`config.mk`:
```
export PLATFORM = sky130hd
export DESIGN_NAME = mem_access_unit_flat
export DESIGN_NICKNAME = d
export VERILOG_FILES = /design/src/rtl/mem_access_unit_if.sv /design/src/rtl/mem_access_unit.sv /design/src/flat_wrapper.sv
export SDC_FILE = /design/constraint.sdc
export NUM_CORES = 1
export LEC_CHECK = 0
export ABC_AREA = 1
export CORE_MARGIN = 2
export CORE_UTILIZATION = 35
export CTS_CLUSTER_DIAMETER = 40
export CTS_CLUSTER_SIZE = 30
export DETAILED_ROUTE_END_ITERATION = 8
export RECOVER_POWER = 25
export SYNTH_ARGS = -nofsm -noshare
export SYNTH_HDL_FRONTEND = slang
export SYNTH_SLANG_ARGS = --single-unit
```
`constraint.sdc`:
```
create_clock -name clk -period 5 [get_ports clk]
set_input_delay 1 -clock clk [delete_from_list [all_inputs] [get_ports clk]]
set_output_delay 1 -clock clk [all_outputs]
set_load 0.02 [all_outputs]
```
`src/rtl/mem_access_unit_if.sv`:
```
`timescale 1ns/1ps
`default_nettype none
// ============================================================================
// Module   : mem_access_unit_if
// Purpose  : Avalon-style data bus between the memory access unit (master)
//            and the external data memory (slave).
// Signals  : bus_address     word address (low two bits always zero)
//            bus_read        read command
//            bus_write       write command
//            bus_byteenable  lane enables, lane n = bits [8n+7:8n]
//            bus_writedata   lane-replicated store data
//            bus_readdata    read data, valid in the accept cycle
//            bus_waitrequest slave not ready
// Revision : 1.0 - initial release
// ============================================================================
interface mem_access_unit_if;
  logic [31:0] bus_address;
  logic        bus_read;
  logic        bus_write;
  logic [3:0]  bus_byteenable;
  logic [31:0] bus_writedata;
  logic [31:0] bus_readdata;
  logic        bus_waitrequest;

  modport master (
    output bus_address, bus_read, bus_write, bus_byteenable, bus_writedata,
    input  bus_readdata, bus_waitrequest
  );

  modport slave (
    input  bus_address, bus_read, bus_write, bus_byteenable, bus_writedata,
    output bus_readdata, bus_waitrequest
  );
endinterface
`default_nettype wire

```
`src/rtl/mem_access_unit.sv`:
```
`timescale 1ns/1ps
`default_nettype none
// ============================================================================
// Module   : mem_access_unit
// Purpose  : Executes LB/LBU/LH/LHU/LW and SB/SH/SW on an Avalon-style data
//            bus with waitrequest, stalling the core until the access ends
//            and returning the sign/zero-extended load result.
// Ports    : clk, reset         clock (rising edge), async active-high reset
//            mem_read/mem_write load/store request from the control unit
//            opcode, addr       instruction opcode and effective byte address
//            store_data         rt value for stores
//            stall              core must hold the current instruction
//            load_data          registered extended load result
//            done               one-cycle completion pulse
//            err                sticky error (bad request or bus timeout)
//            avm                Avalon master side of the data bus
// Revision : 1.0 - initial release
// ============================================================================
module mem_access_unit #(
  parameter int unsigned WAIT_LIMIT = 255
) (
  input  wire logic        clk,
  input  wire logic        reset,
  input  wire logic        mem_read,
  input  wire logic        mem_write,
  input  wire logic [5:0]  opcode,
  input  wire logic [31:0] addr,
  input  wire logic [31:0] store_data,
  output logic             stall,
  output logic [31:0]      load_data,
  output logic             done,
  output logic             err,
  mem_access_unit_if.master avm
);

  typedef enum logic [1:0] {
    IDLE = 2'd0,
    BUS  = 2'd1,
    DONE = 2'd2
  } state_t;

  localparam logic [1:0] SZ_BYTE = 2'd0;
  localparam logic [1:0] SZ_HALF = 2'd1;
  localparam logic [1:0] SZ_WORD = 2'd2;

  state_t      state;
  logic [15:0] wait_cnt;
  logic [16:0] wait_next;
  logic        timeout;

  // Attributes of the access in flight, latched when leaving IDLE
  logic [1:0]  lat_size;
  logic        lat_signed;
  logic        lat_load;
  logic [1:0]  lat_lane;

  // Request decode (IDLE only)
  logic        req;
  logic        dec_load;
  logic        dec_store;
  logic [1:0]  dec_size;
  logic        dec_signed;
  logic        misaligned;
  logic        req_err;
  logic [3:0]  dec_be;
  logic [31:0] dec_wd;

  // Load extraction from the accept-cycle read data
  logic [7:0]  byte_sel;
  logic [15:0] half_sel;
  logic [31:0] load_ext;

  always_comb begin
    dec_load   = 1'b0;
    dec_store  = 1'b0;
    dec_size   = SZ_WORD;
    dec_signed = 1'b0;
    case (opcode)
      6'h20: begin dec_load  = 1'b1; dec_size = SZ_BYTE; dec_signed = 1'b1; end
      6'h21: begin dec_load  = 1'b1; dec_size = SZ_HALF; dec_signed = 1'b1; end
      6'h23: begin dec_load  = 1'b1; dec_size = SZ_WORD; end
      6'h24: begin dec_load  = 1'b1; dec_size = SZ_BYTE; end
      6'h25: begin dec_load  = 1'b1; dec_size = SZ_HALF; end
      6'h28: begin dec_store = 1'b1; dec_size = SZ_BYTE; end
      6'h29: begin dec_store = 1'b1; dec_size = SZ_HALF; end
      6'h2B: begin dec_store = 1'b1; dec_size = SZ_WORD; end
      default: ;
    endcase

    req        = mem_read | mem_write;
    misaligned = ((dec_size == SZ_HALF) && addr[0]) ||
                 ((dec_size == SZ_WORD) && (addr[1:0] != 2'b00));
    // A load strobe must carry a load opcode and a store strobe a store
    // opcode; anything else counts as an unmapped opcode.
    req_err    = req & ((mem_read & mem_write) |
                        (mem_read  & ~dec_load) |
                        (mem_write & ~dec_store) |
                        misaligned);

    case (dec_size)
      SZ_BYTE: begin
        dec_be = 4'b0001 << addr[1:0];
        dec_wd = {4{store_data[7:0]}};
      end
      SZ_HALF: begin
        dec_be = addr[1] ? 4'b1100 : 4'b0011;
        dec_wd = {2{store_data[15:0]}};
      end
      default: begin
        dec_be = 4'b1111;
        dec_wd = store_data;
      end
    endcase
  end

  always_comb begin
    case (lat_lane)
      2'd0:    byte_sel = avm.bus_readdata[7:0];
      2'd1:    byte_sel = avm.bus_readdata[15:8];
      2'd2:    byte_sel = avm.bus_readdata[23:16];
      default: byte_sel = avm.bus_readdata[31:24];
    endcase
    half_sel = lat_lane[1] ? avm.bus_readdata[31:16] : avm.bus_readdata[15:0];
    case (lat_size)
      SZ_BYTE: load_ext = {{24{lat_signed & byte_sel[7]}}, byte_sel};
      SZ_HALF: load_ext = {{16{lat_signed & half_sel[15]}}, half_sel};
      default: load_ext = avm.bus_readdata;
    endcase
  end

  // Timeout fires on the WAIT_LIMIT-th consecutive waitrequest-high cycle.
  assign wait_next = {1'b0, wait_cnt} + 17'd1;
  assign timeout   = (WAIT_LIMIT != 0) && (32'(wait_next) >= WAIT_LIMIT);

  // Reset gates stall so it drops in the same instant as the bus commands,
  // even while the core is still presenting a request.
  assign stall = ~reset & (((state == IDLE) & req & ~req_err) | (state == BUS));
  assign done  = (state == DONE);

  always_ff @(posedge clk or posedge reset) begin
    if (reset) begin
      state              <= IDLE;
      wait_cnt           <= 16'd0;
      lat_size           <= SZ_WORD;
      lat_signed         <= 1'b0;
      lat_load           <= 1'b0;
      lat_lane           <= 2'd0;
      load_data          <= 32'd0;
      err                <= 1'b0;
      avm.bus_address    <= 32'd0;
      avm.bus_read       <= 1'b0;
      avm.bus_write      <= 1'b0;
      avm.bus_byteenable <= 4'd0;
      avm.bus_writedata  <= 32'd0;
    end else begin
      case (state)
        IDLE: begin
          if (req) begin
            if (req_err) begin
              err   <= 1'b1;
              state <= DONE;
            end else begin
              lat_size           <= dec_size;
              lat_signed         <= dec_signed;
              lat_load           <= mem_read;
              lat_lane           <= addr[1:0];
              avm.bus_address    <= {addr[31:2], 2'b00};
              avm.bus_byteenable <= dec_be;
              avm.bus_writedata  <= dec_wd;
              avm.bus_read       <= mem_read;
              avm.bus_write      <= mem_write;
              wait_cnt           <= 16'd0;
              state              <= BUS;
            end
          end
        end
        BUS: begin
          if (!avm.bus_waitrequest) begin
            avm.bus_read  <= 1'b0;
            avm.bus_write <= 1'b0;
            if (lat_load) begin
              load_data <= load_ext;
            end
            state <= DONE;
          end else if (timeout) begin
            avm.bus_read  <= 1'b0;
            avm.bus_write <= 1'b0;
            err           <= 1'b1;
            state         <= DONE;
          end else begin
            wait_cnt <= wait_next[15:0];
          end
        end
        DONE: begin
          state <= IDLE;
        end
        default: begin
          state <= IDLE;
        end
      endcase
    end
  end

endmodule
`default_nettype wire

```
`src/flat_wrapper.sv`:
```
// flat-port wrapper written by rule: the top's interface ports become plain ports
module mem_access_unit_flat 
#(
  parameter int unsigned WAIT_LIMIT = 255
)
  (clk, reset, mem_read, mem_write, opcode, addr, store_data, stall, load_data, done, err, avm_bus_address, avm_bus_read, avm_bus_write, avm_bus_byteenable, avm_bus_writedata, avm_bus_readdata, avm_bus_waitrequest);
  mem_access_unit_if avm_i ();
  input  wire logic clk;
  input  wire logic reset;
  input  wire logic mem_read;
  input  wire logic mem_write;
  input  wire logic [5:0] opcode;
  input  wire logic [31:0] addr;
  input  wire logic [31:0] store_data;
  output logic stall;
  output logic [31:0] load_data;
  output logic done;
  output logic err;
  output wire logic [$bits(avm_i.bus_address)-1:0] avm_bus_address;
  output wire logic [$bits(avm_i.bus_read)-1:0] avm_bus_read;
  output wire logic [$bits(avm_i.bus_write)-1:0] avm_bus_write;
  output wire logic [$bits(avm_i.bus_byteenable)-1:0] avm_bus_byteenable;
  output wire logic [$bits(avm_i.bus_writedata)-1:0] avm_bus_writedata;
  input wire logic [$bits(avm_i.bus_readdata)-1:0] avm_bus_readdata;
  input wire logic [$bits(avm_i.bus_waitrequest)-1:0] avm_bus_waitrequest;
  assign avm_bus_address = avm_i.bus_address;
  assign avm_bus_read = avm_i.bus_read;
  assign avm_bus_write = avm_i.bus_write;
  assign avm_bus_byteenable = avm_i.bus_byteenable;
  assign avm_bus_writedata = avm_i.bus_writedata;
  assign avm_i.bus_readdata = avm_bus_readdata;
  assign avm_i.bus_waitrequest = avm_bus_waitrequest;
  mem_access_unit #(.WAIT_LIMIT(WAIT_LIMIT)) u_core (.clk(clk), .reset(reset), .mem_read(mem_read), .mem_write(mem_write), .opcode(opcode), .addr(addr), .store_data(store_data), .stall(stall), .load_data(load_data), .done(done), .err(err), .avm(avm_i));
endmodule
```
==> impl_summary.log <==
[metrics] IO Pins: between 200 and 250
[metrics] clock tree from TritonCTS: done
[metrics] MaxCap Viol Count: 1
[metrics] violation count after the first detailed-route iteration: 387
[metrics] ratio of cells with drive above 1 in the final layout: 5.644%
[metrics] class of the tightest hold or removal check: flip-flop to flip-flop
[metrics] pin count of the biggest net entering global routing: 95
[metrics] quantity of gates resized following cts: 0
[metrics] Register-to-Register Setup Slack: 2.45 ns
[metrics] Antenna Nets Post-Route: 0
[metrics] r2r startpoint: u_core.state[1]
[metrics] number of storage elements in the synthesis netlist: 125
[metrics] worst setup slack after placement: about 0.94 ns
[metrics] design area: 9087 µm²
[metrics] gp weighted congestion: 0.8154
[metrics] Die Span Y: 136.5 µm
[metrics] fraction of synthesized cell area taken by the top area cell type: between 50% and 60%
[metrics] maximum clock frequency: 247.1 MHz
[metrics] measured slew at the worst slew-check pin: 2.852 ns
[metrics] total via count after detailed routing: 5,933
[metrics] cell taking the most area after synthesis: dfrtp_1
[metrics] setup repair bufs after CTS: 0
[metrics] number of buffers inserted for hold repair after clock tree synthesis: 0
[metrics] kind of start point of the critical path: input pin
[metrics] core box area: 17,240 µm²
[metrics] endpoints failing setup: 0
[metrics] cell area after technology mapping: 6142 µm²
[metrics] clk_skew: a little under 0.008 ns
[metrics] worst setup margin: about 0.95 ns
[metrics] most used cells in the layout excluding fill and tap cells: nand2_1, clkdlybuf4s50_1, dfrtp_1
[metrics] deepest level of the CTS H-tree: 4
[metrics] number of global-route vias before repair: 5,796
[metrics] total clock buffers created by CTS: 17
[metrics] kind of critical path: input pin to output port
[metrics] critical-path maximum fanout: 4
[metrics] outcome: finished with violations
[metrics] count of distinct cell types in the synthesized netlist: 38
[metrics] sum of routed wire length over all layers: between 15,000 and 20,000 µm
[metrics] Net count, final: 1,106
[metrics] clock tree buffer depth: 2
[metrics] via/cell ratio: 4.800
[metrics] worst slew margin relative to its limit: -90.34%
[metrics] half-perimeter wire length after detailed placement: 13,600 µm
[metrics] library cell used as clock root buffer: clkbuf_16
[metrics] Leak Pwr: 4.361 nW
[metrics] number of remaining DRC errors: 0
[metrics] detailed-routing iteration count for the pre-antenna-repair pass: 5
[metrics] total number of placement rows: 48
[metrics] Pwr Density: 578.4 nW/µm²
[metrics] timing startpoint of the critical path: opcode[5]
[metrics] die area: about 19,000 µm²
[metrics] data required time of the worst path: 4.00 ns
[metrics] number of instances in the synthesized netlist: 794
[metrics] RSZ-0062 raised after global routing: false
[metrics] die width: 136.5 µm
[metrics] final critical path time including I/O delays and setup: 4.047 ns
[metrics] grt ovf: 0
[metrics] sequential fraction of the synthesis area: roughly half
[metrics] Tcrit/Tclk final: 80.94%
[metrics] violations in the final reports: capacitance limit, slew limit
[metrics] critical register-to-register path endpoint: u_core.load_data[0]
[metrics] Placed Instance Area: 8414 µm²
[metrics] data arrival time of the critical path: 3.05 ns
[metrics] most frequently used flop master after synthesis: dfrtp_1
[metrics] Post-synth ARST share: between 90% and 100%
[metrics] first-pass GRT wire length: roughly 30,000 µm
[metrics] most frequent standard cell in the layout excluding fill and tap cells: nand2_1
[metrics] area added between synthesis and finish: 47.95%
[metrics] initial cell density of the core: 35.63%
[metrics] antenna violations before repair: 0
[metrics] final hold viol count: 0
[metrics] number of non-filler instances in the completed layout: 1,236
[metrics] number of flops mapped to enable cells by yosys: 0
[metrics] number of slew-limit violations in the final report: 75
[metrics] number of cells on the worst reg-to-reg path: 10
[metrics] global router's overall resource usage: 20.72%
[metrics] Area contributors post-synth: dfrtp_1, nand2_1, a21oi_1
[metrics] sum of negative setup slack: 0 ns
[metrics] clk slew on worst S/H paths: approximately 0.060 ns
[metrics] Clock Sinks: 125
[metrics] Worst Hold Launch: u_core.avm.bus_writedata[28]
[metrics] total instance count after detailed placement: 1,203
[metrics] routed wirelength normalized by instance count: approximately 15 µm
[metrics] Critical Path Sink: stall
[metrics] syn_area_per_cell: 7.736 µm²
[metrics] source-to-sink clock delay at the later pin of the worst-skew pair: between 0.4 and 0.5 ns
[metrics] Yosys warning count: 0
[metrics] I/O Buffers: between 200 and 250
[metrics] number of inserted filler cells in the final layout: 1,665
[metrics] Max IR drop VDD: 0.2821 mV
[metrics] kind of end point of the critical path: output port
how the worst min path moves through the flow:
stage	slack (ns)	cells past startpoint	endpoint
2_1_floorplan	0.45	2	u_core.lat_load
3_3_place_gp	0.46	2	u_core.avm.bus_address[11]
3_5_place_dp	0.47	2	u_core.avm.bus_address[22]
4_1_cts	0.48	2	u_core.avm.bus_address[3]
5_1_grt	0.49	1	u_core.err
6_report	0.48	2	u_core.avm.bus_writedata[28]
state kept, by name, summed over array words and instances (netlist names), 2 cells and up:
register / flops
u_core.avm.bus_byteenable: 4
u_core.avm.bus_writedata: 32
u_core.lat_size: 2
u_core.load_data: 32
u_core.avm.bus_address: 30
u_core.state: 2
u_core.wait_cnt: 16
u_core.lat_lane: 2
per-layer routing:
layer / wire length [µm] / track usage [%]
met5: 0 / 0
met4: 242 / 6.713
met3: 1826 / 8.799
met2: 8605 / 31.92
met1: 8148 / 26.25
synthesized netlist by cell type, types with 2 or more instances:
master,count
a2bb2oi_1,2
clkbuf_1,21
nor3_1,2
buf_4,4
nand2_1,290
a22o_1,4
o21bai_1,3
nand2_4,2
nand3_1,26
o21ai_0,62
nor2_1,71
xor2_1,2
clkinv_1,2
inv_1,56
a31oi_1,2
o211ai_1,13
dfrtp_1,124
buf_2,6
a21oi_1,67
nand4_1,11
nor2_4,3
ha_1,2
nor2_2,4
through the flow:
stage               power (mW)  utilization (%)  hold slack [ns]
CTS                      5.314            52.74           0.4833
detailed placement       3.881            48.82           0.4651
global placement         3.879            48.82           0.4621
global route             5.580            52.71           0.4867
finish                   5.257            52.72           0.4808
floorplan                2.790                -           0.4534
report_power, final:
group | internal, mW | leakage, nW | switching [mW]
Combinational | 0.983 | 2.44 | 1.15
Clock | 0.929 | 0.323 | 0.467
Sequential | 1.43 | 1.60 | 0.294
Total | 3.34 | 4.36 | 1.91
area by class of cell:
| cell class | instances | area [µm²] | share of cell area (%) |
|---|---|---|---|
| Sequential cell | 125 | 3129 | 34.43 |
| Multi-Input combinational cell | 578 | 2635 | 29.00 |
| Timing Repair Buffer | 216 | 2142 | 23.57 |
| Clock buffer | 20 | 466.7 | 5.136 |
| Tap cell | 225 | 281.5 | 3.098 |
| Inverter | 59 | 221.5 | 2.437 |
| Clock inverter | 12 | 209.0 | 2.299 |
| Antenna cell | 1 | 2.502 | 0.02754 |
cells by family (layout without fill, tap and decap cells):
kind of cell             count (synthesis)  count (layout)  synth area share [%]
AND/OR/NAND/NOR                        415             415                 27.89
AO/OA/AOI/OAI                          157             157                 14.16
flip-flops                             125             125                 50.95
buffers and inverters                   92             307                 6.254
adder cells (fa/ha/maj)                  2               2                0.4073
XOR/XNOR                                 2               2                0.2852
other                                    1               3               0.06105
worst max-delay path, stage by stage:
cell             delay, ns
clkdlybuf4s50_1       0.45
inv_1                 0.04
nor2_2                0.16
o21ai_0               0.11
o21ai_0               0.15
nand2_1               0.12
nor2_1                0.16
nand2_2               0.08
a21oi_1               0.12
clkdlybuf4s50_1       0.64
(Power assumes the default switching activity.)
